$ cat src/rtl/back_propagation_hidden_1_scheduler.sv
// Hidden-1 back-propagation scheduler: streams (delta, weight) pairs into the
// shared node pipeline and collects one error sum per hidden-1 node.
module back_propagation_hidden_1_scheduler #(
  parameter int DATA_WIDTH        = 32,
  parameter int NUM_DELTA         = 24,
  parameter int NUM_NODE          = 24,
  parameter int DELTA_ADDR_WIDTH  = 5,
  parameter int WEIGHT_ADDR_WIDTH = 10,
  parameter int INDEX_WIDTH       = 5
) (
  input  logic                         clk,
  input  logic                         rst_n,
  input  logic                         i_start,
  output logic                         o_busy,
  output logic                         o_done,
  output logic                         o_rd_en,
  output logic [DELTA_ADDR_WIDTH-1:0]  o_delta_addr,
  output logic [WEIGHT_ADDR_WIDTH-1:0] o_weight_addr,
  input  logic [DATA_WIDTH-1:0]        i_delta_data,
  input  logic [DATA_WIDTH-1:0]        i_weight_data,
  output logic                         o_node_valid,
  output logic [DATA_WIDTH-1:0]        o_node_delta,
  output logic [DATA_WIDTH-1:0]        o_node_weight,
  input  logic                         i_node_valid,
  input  logic [DATA_WIDTH-1:0]        i_node_data,
  output logic                         o_err_valid,
  output logic [DATA_WIDTH-1:0]        o_err_data,
  output logic [INDEX_WIDTH-1:0]       o_err_index
);

  // Result counter must be able to hold NUM_NODE itself (the "all collected" value).
  localparam int RES_W = $clog2(NUM_NODE + 1);

  typedef enum logic [1:0] {
    IDLE,
    ISSUE,
    DRAIN,
    DONE
  } state_t;

  state_t                   state;
  logic [INDEX_WIDTH-1:0]   node_j;
  logic [RES_W-1:0]         res_cnt;
  logic                     last_k;
  logic                     last_j;
  logic                     collecting;
  logic                     res_full;

  assign last_k     = (o_delta_addr == DELTA_ADDR_WIDTH'(NUM_DELTA - 1));
  assign last_j     = (node_j == INDEX_WIDTH'(NUM_NODE - 1));
  assign collecting = (state == ISSUE) || (state == DRAIN);
  assign res_full   = (res_cnt == RES_W'(NUM_NODE));

  // RAM read data already arrives aligned with o_node_valid, so it is forwarded unregistered.
  assign o_node_delta  = i_delta_data;
  assign o_node_weight = i_weight_data;

  // NOTE: every register here is state, so all updates use non-blocking
  // assignments; the async reset clears each one, including the data outputs.
  always_ff @(posedge clk or negedge rst_n) begin
    if (!rst_n) begin
      state         <= IDLE;
      node_j        <= '0;
      res_cnt       <= '0;
      o_busy        <= 1'b0;
      o_done        <= 1'b0;
      o_rd_en       <= 1'b0;
      o_delta_addr  <= '0;
      o_weight_addr <= '0;
      o_node_valid  <= 1'b0;
      o_err_valid   <= 1'b0;
      o_err_data    <= '0;
      o_err_index   <= '0;
    end else begin
      o_node_valid <= o_rd_en;
      o_err_valid  <= 1'b0;
      o_done       <= 1'b0;

      // Results may overlap the issue phase; extras beyond NUM_NODE are dropped.
      if (collecting && i_node_valid && !res_full) begin
        o_err_valid <= 1'b1;
        o_err_data  <= i_node_data;
        o_err_index <= INDEX_WIDTH'(res_cnt);
        res_cnt     <= res_cnt + RES_W'(1);
      end

      case (state)
        IDLE: begin
          if (i_start) begin
            state         <= ISSUE;
            o_busy        <= 1'b1;
            o_rd_en       <= 1'b1;
            o_delta_addr  <= '0;
            o_weight_addr <= '0;
            node_j        <= '0;
          end
        end

        ISSUE: begin
          if (last_k && last_j) begin
            state         <= DRAIN;
            o_rd_en       <= 1'b0;
            o_delta_addr  <= '0;
            o_weight_addr <= '0;
            node_j        <= '0;
          end else begin
            // Weight address walks j*NUM_DELTA+k linearly, so a plain increment suffices.
            o_weight_addr <= o_weight_addr + WEIGHT_ADDR_WIDTH'(1);
            if (last_k) begin
              o_delta_addr <= '0;
              node_j       <= node_j + INDEX_WIDTH'(1);
            end else begin
              o_delta_addr <= o_delta_addr + DELTA_ADDR_WIDTH'(1);
            end
          end
        end

        DRAIN: begin
          if (res_full) begin
            state  <= DONE;
            o_busy <= 1'b0;
            o_done <= 1'b1;
          end
        end

        DONE: begin
          state         <= IDLE;
          res_cnt       <= '0;
          node_j        <= '0;
          o_delta_addr  <= '0;
          o_weight_addr <= '0;
        end

        default: state <= IDLE;
      endcase
    end
  end

endmodule

$ cat config.mk
export PLATFORM = sky130hd
export DESIGN_NAME = back_propagation_hidden_1_scheduler
export DESIGN_NICKNAME = d
export VERILOG_FILES = /design/src/rtl/back_propagation_hidden_1_scheduler.sv
export SDC_FILE = /design/constraint.sdc
export NUM_CORES = 1
export LEC_CHECK = 0
export CAP_MARGIN = 20
export CORE_MARGIN = 10
export CORE_UTILIZATION = 37
export CTS_BUF_LIST = sky130_fd_sc_hd__clkbuf_8 sky130_fd_sc_hd__clkbuf_16
export CTS_CLUSTER_DIAMETER = 30
export DETAILED_ROUTE_END_ITERATION = 8
export PLACE_DENSITY = 0.78
export SLEW_MARGIN = 15
export SYNTH_ARGS = -nofsm -noshare
export SYNTH_HDL_FRONTEND = slang
export SYNTH_SLANG_ARGS = --single-unit
$ cat constraint.sdc
create_clock -name clk -period 2 [get_ports clk]
set_input_delay 0.4 -clock clk [delete_from_list [all_inputs] [get_ports clk]]
set_output_delay 0.4 -clock clk [all_outputs]
set_load 0.005 [all_outputs]
After elaboration in Yosys (flattened, before gate mapping)
Index checks and enable logic that the tools add are counted.

word-level totals
  bits in registers = 69
  word-level logic and storage cells = 65
  output and inout port bits = 121
  input port bits = 100

cells by class
  add/sub/neg operators = 4
  reductions and logical operators = 15
  multiplexer cells = 24
  eq/ne operators = 10

operators with widths
  kind                                                                      number
  5-bit 2-to-1 mux                                                          7
  10-bit case mux with 3 select lines                                       1
  5-bit case mux with 3 select lines                                        2
  10-bit 2-to-1 mux                                                         2
  5-bit by 1-bit adder with 5-bit output (second input constant)            3
  5-bit == test (second input constant)                                     3
  3-bit AND reduction                                                       4
  10-bit by 1-bit adder with 10-bit output (second input constant)          1
  2-bit case mux with 4 select lines                                        1
  1-bit 2-to-1 mux                                                          6
  2-bit 2-to-1 mux                                                          3
  2-bit nonzero test                                                        3
  2-bit == test (second input constant)                                     2
  2-bit inequality test (second input constant)                             2
  1-bit case mux with 2 select lines                                        2
  1-bit logical AND                                                         3
  3-bit by 2-bit inequality test with 1-bit output (second input constant)  1
  3-bit nonzero test                                                        1
  2-bit by 1-bit == test with 1-bit output (second input constant)          1
  2-bit logical NOT                                                         1
  2-bit by 1-bit inequality test with 1-bit output (second input constant)  1
  2-bit AND reduction                                                       1
  1-bit logical NOT                                                         1
  1-bit logical OR                                                          1

Logic depth before layout (Yosys ltp)
  depth in word-level cells = 6
  gate-level depth with buffers = 8
  mapped depth without buffers = 6

Worst setup path after synthesis
Ideal clock, no wire load.

  path kind = reg-to-reg
  from = register state[0]
  to = register node_j[3]
  required time = 1.922 ns
  period minus slack after synthesis = 1.852 ns
  stages on the path, launching flop included = 9
  arrival time = 1.774 ns
  buffers on the path = 2
  slack = 0.148 ns
  library setup time = 0.078 ns
  cell sequence = dfrtp_1 > inv_1 > ha_1 > nor2b_1 > buf_6 > a211o_1 > buf_6 > or3_1 > a21oi_1

on the way
  word-level cells in the longest chain between the ends = 3
  elaborated cells on any way between the ends = 8
  those cells by class = eq/ne: 4; mux: 1; reduce/logical: 3

RTL lines
  what                                                                                RTL line  RTL
  from (decl)                                                                         41        state_t state;
  from (signal assigned)                                                              62        state <= IDLE;
  from (signal assigned)                                                              90        state <= ISSUE;
  from (signal assigned)                                                              101       state <= DRAIN;
  2-bit by 1-bit == test with 1-bit output (tied with other cells)                    87        case (state)
  3-bit by 2-bit inequality test with 1-bit output (no line) (tied with other cells)  -
  3-bit AND reduction (no line)                                                       -
  to (signal assigned)                                                                111       node_j <= node_j + INDEX_WIDTH'(1);
  to (decl)                                                                           42        logic [INDEX_WIDTH-1:0] node_j;

Several ways; a longest one is shown, not always the timed one.
A chain may end at the register's enable or synchronous reset.

Worst setup path in the final report
Ends and elaborated chain as after synthesis.

==> out/summary.md <==
Status
• **run status** finished clean

Final layout
• **filler cell count** 825
• **area used by multi-input combinational logic** 1180 um^2
• **diode insertion count for antenna repair** 0
• **Final Net Count** 454
• **layout overhead on the synthesized area** 24.9%
• **FF/Latch Area** 1730 um^2
• **fraction of layout instances using a drive strength above 1** 0.183
• **Final Core Density** 0.471

Critical path
• **ordered list of cells on the worst path** inv_1 -> ha_1 -> nor2b_1 -> a211o_1 -> or3_1 -> a21oi_1
• **slowest stage cell on the critical path** sky130_fd_sc_hd__dfrtp_1
• **required time at the worst-slack endpoint** 2.26 ns
• **arrival time at the worst endpoint** 2.12 ns
• **worst reg2reg path startpoint** state[0]
• **kind of cell with the highest combined delay on the critical path** simple AND/OR/NAND/NOR gates
• **worst reg-to-reg setup slack** 0.14 ns
• **number of buffer and inverter stages on the critical path** 1
• **worst-path maximum fanout** 5
• **start-to-end type of the worst setup path** reg2reg
• **Largest stage delay, worst path** 0.39 ns
• **reg-to-reg critical path endpoint** node_j[3]
• **Worst setup EP type** flop
• **startpoint types** flop
• **worst reg-to-reg path cell count** 6

Drt
• **post-detailed-routing wire length** 7940 um
• **DR vias/cell** 4.97
• **number of routed nets with antenna violations** 0
• **DR vias** 2293
• **wire per inst** 17.2 um
• **number of remaining DRC errors** 0
• **number of violations reported at the end of detailed-routing iteration 0** 82
• **router iterations before antenna repair** 4

STA
• **shortest period the worst path allows** 1.86 ns
• **setup repair after global routing missed its margin** no
• **Post-Route Setup TNS** 0 ns
• **number of endpoints failing setup at the final stage** 0
• **final number of max-transition violations** 0
• **Post-Route Skew** 0.00814 ns
• **actual transition at the worst max-transition pin** 0.426 ns
• **Final Cycle Share** 0.928
• **Peak Freq** 0.539 GHz
• **Hold Violations, Final** 0
• **tightest slew margin relative to the limit** 0.716

Power and ir drop
• **total leakage power** 1.82 nW
• **total power density per cell area** 1420 nW/um^2
• **Worst VDD drop** 0.000702 V

Global route
• **global-route total usage across every layer** 0.117
• **first-pass GRT wire length** 12500 um
• **number of antenna violations at the first check in global routing** 0
• **pin count of the biggest net entering global routing** 41
• **global route hottest layer** met2
• **Remaining Overflow, GRT** 0
• **global-route track usage on met3** 0.0632
• **met1 Use GR** 0.123
• **number of global-route vias before repair** 2434
• **GRT met2 Usage** 0.191

Placement
• **routability congestion estimate** 0.806
• **DP Wirelength** 6080 um
• **count of buffers from port buffering** 92

Hold path
• **start point of the worst min-delay path** o_rd_en
• **worst min-delay path category** reg2reg
• **Hold Path Cell Cnt** 0
• **Worst Hold End** o_node_valid

Logic synthesis
• **synthesized area** 3450 um^2
• **top cells by instance count after synthesis** 69 x sky130_fd_sc_hd__dfrtp_1, 64 x sky130_fd_sc_hd__buf_4, 37 x sky130_fd_sc_hd__mux2_2
• **synth top area cells** sky130_fd_sc_hd__dfrtp_1 50%, sky130_fd_sc_hd__buf_4 14%, sky130_fd_sc_hd__mux2_2 12%, sky130_fd_sc_hd__ha_1 3.3%, sky130_fd_sc_hd__xnor2_1 2.3%
• **number of enable-type register cells in the synthesized netlist** 0
• **sequential-to-total area share from yosys stat** 0.500
• **share of synthesized flip-flops with an asynchronous set or reset** 1.00
• **unique cell type count in the Yosys netlist** 37
• **number of warning messages in the yosys log** 0
• **#FFs+latches synth** 69
• **Primary FF master, synth** sky130_fd_sc_hd__dfrtp_1
• **total nets after synthesis** 413
• **synthesized instance count** 304
• **Mapped Avg Cell Area** 11.4 um^2
• **dominant cell type by area after synthesis** sky130_fd_sc_hd__dfrtp_1
• **share of the synthesized area in the top cell type** 0.500
• **cell with the most instances after synthesis** sky130_fd_sc_hd__dfrtp_1

Clock network
• **CTS resizes** 0
• **clock tree from TritonCTS** done
• **CTS clk-pin slew, worst paths** 0.08 ns
• **clk sink count** 69
• **clk root buf** sky130_fd_sc_hd__clkbuf_8
• **H-tree depth** 3
• **Max clock buf depth** 2
• **clock latency reported for the late side of the worst-skew pair** 0.34 ns
• **Post-CTS Setup Inserts** 0
• **cts bufs inserted** 9

Floorplanning
• **floorplan die height** 117 um
• **starting density of the core** 0.377
• **die extent in x** 117 um
• **overall die area** 13600 um^2
• **number of standard-cell rows in the floorplan** 35
• **area of the core region** 9150 um^2
• **ports placed on the boundary** 221

Flow run
• **count of max-cap constraint violations** 0

layout by cell type (no fill, tap or decap), types with 7 or more instances in the layout:
| cell type | synthesis | final |
|---|---|---|
| sky130_fd_sc_hd__nand3_1 | 9 | 9 |
| sky130_fd_sc_hd__clkdlybuf4s50_1 | 0 | 91 |
| sky130_fd_sc_hd__xnor2_1 | 9 | 9 |
| sky130_fd_sc_hd__o21ai_0 | 12 | 12 |
| sky130_fd_sc_hd__clkbuf_8 | 0 | 10 |
| sky130_fd_sc_hd__dfrtp_1 | 69 | 69 |
| sky130_fd_sc_hd__ha_1 | 9 | 9 |
| sky130_fd_sc_hd__nand2_1 | 16 | 16 |
| sky130_fd_sc_hd__nor2_1 | 17 | 16 |
| sky130_fd_sc_hd__a21oi_1 | 7 | 7 |
| sky130_fd_sc_hd__mux2_2 | 37 | 37 |
| sky130_fd_sc_hd__inv_1 | 7 | 8 |
| sky130_fd_sc_hd__buf_4 | 64 | 7 |
routing by layer:
layer / routed length, um / vias to the layer above
met5: 0 / -
met3: 821 / 26
met2: 4010 / 95
met1: 2910 / 1108
li1: - / 1064
met4: 199 / 0
cell type report:
type / count / area share
sequential: 69 / 0.400
multi-input combinational: 156 / 0.273
timing repair buffer: 102 / 0.236
tap: 111 / 0.0322
clock buffer: 10 / 0.0319
clock inverter: 6 / 0.0203
inverter: 7 / 0.00609
state kept, by name, summed over array words and instances, names as in the netlist:
register	cells
o_weight_addr	10
o_busy	1
o_err_data	32
o_done	1
o_err_valid	1
o_err_index	5
res_cnt	5
o_node_valid	1
node_j	5
o_delta_addr	5
state	2
o_rd_en	1
power by group:
part,internal (W),leakage [nW],switching (W)
Combinational,0.00158,0.848,0.00107
Clock,0.000734,0.110,0.000541
Sequential,0.00191,0.867,0.000313
metrics by stage:
step	instances	total power [W]	instance area, um^2	hold slack (ns)	setup WS [ns]
finish	461	0.00614	4310	0.499	0.144
CTS	461	0.00627	4310	0.505	0.146
floorplan	304	0.00363	3450	0.104	0.148
global placement	444	0.00483	4080	0.363	0.138
global route	461	0.00659	4310	0.515	0.00435
detailed placement	444	0.00495	4080	0.367	0.106
cell families after synthesis:
kind of cell	count (synthesis)	share of synthesized area
compound gates	31	0.0558
xor+xnor	12	0.0304
fa+ha+maj	9	0.0326
buf+inv	79	0.161
flops	69	0.500
mux	38	0.124
simple gates	66	0.0967
worst max-delay path by stage:
stage / start / endpoint / slack, ns / cells after the start
after CTS: res_cnt[0] / o_err_data[2] / 0.15 / 6
after global placement: i_node_valid / o_err_data[28] / 0.14 / 5
final: state[0] / node_j[3] / 0.14 / 6
after floorplan: state[0] / node_j[3] / 0.15 / 8
after detailed placement: i_node_valid / o_err_data[1] / 0.11 / 5
after global routing: o_delta_addr[0] / node_j[3] / 0.004 / 5
timing repair:
| action | in CTS | in global routing |
|---|---|---|
| hold buffers | 1 | 0 |
| setup endpoints to repair | 0 | 0 |
| endpoints found under the hold margin | 14 | 0 |
(Power assumes the default switching activity.)
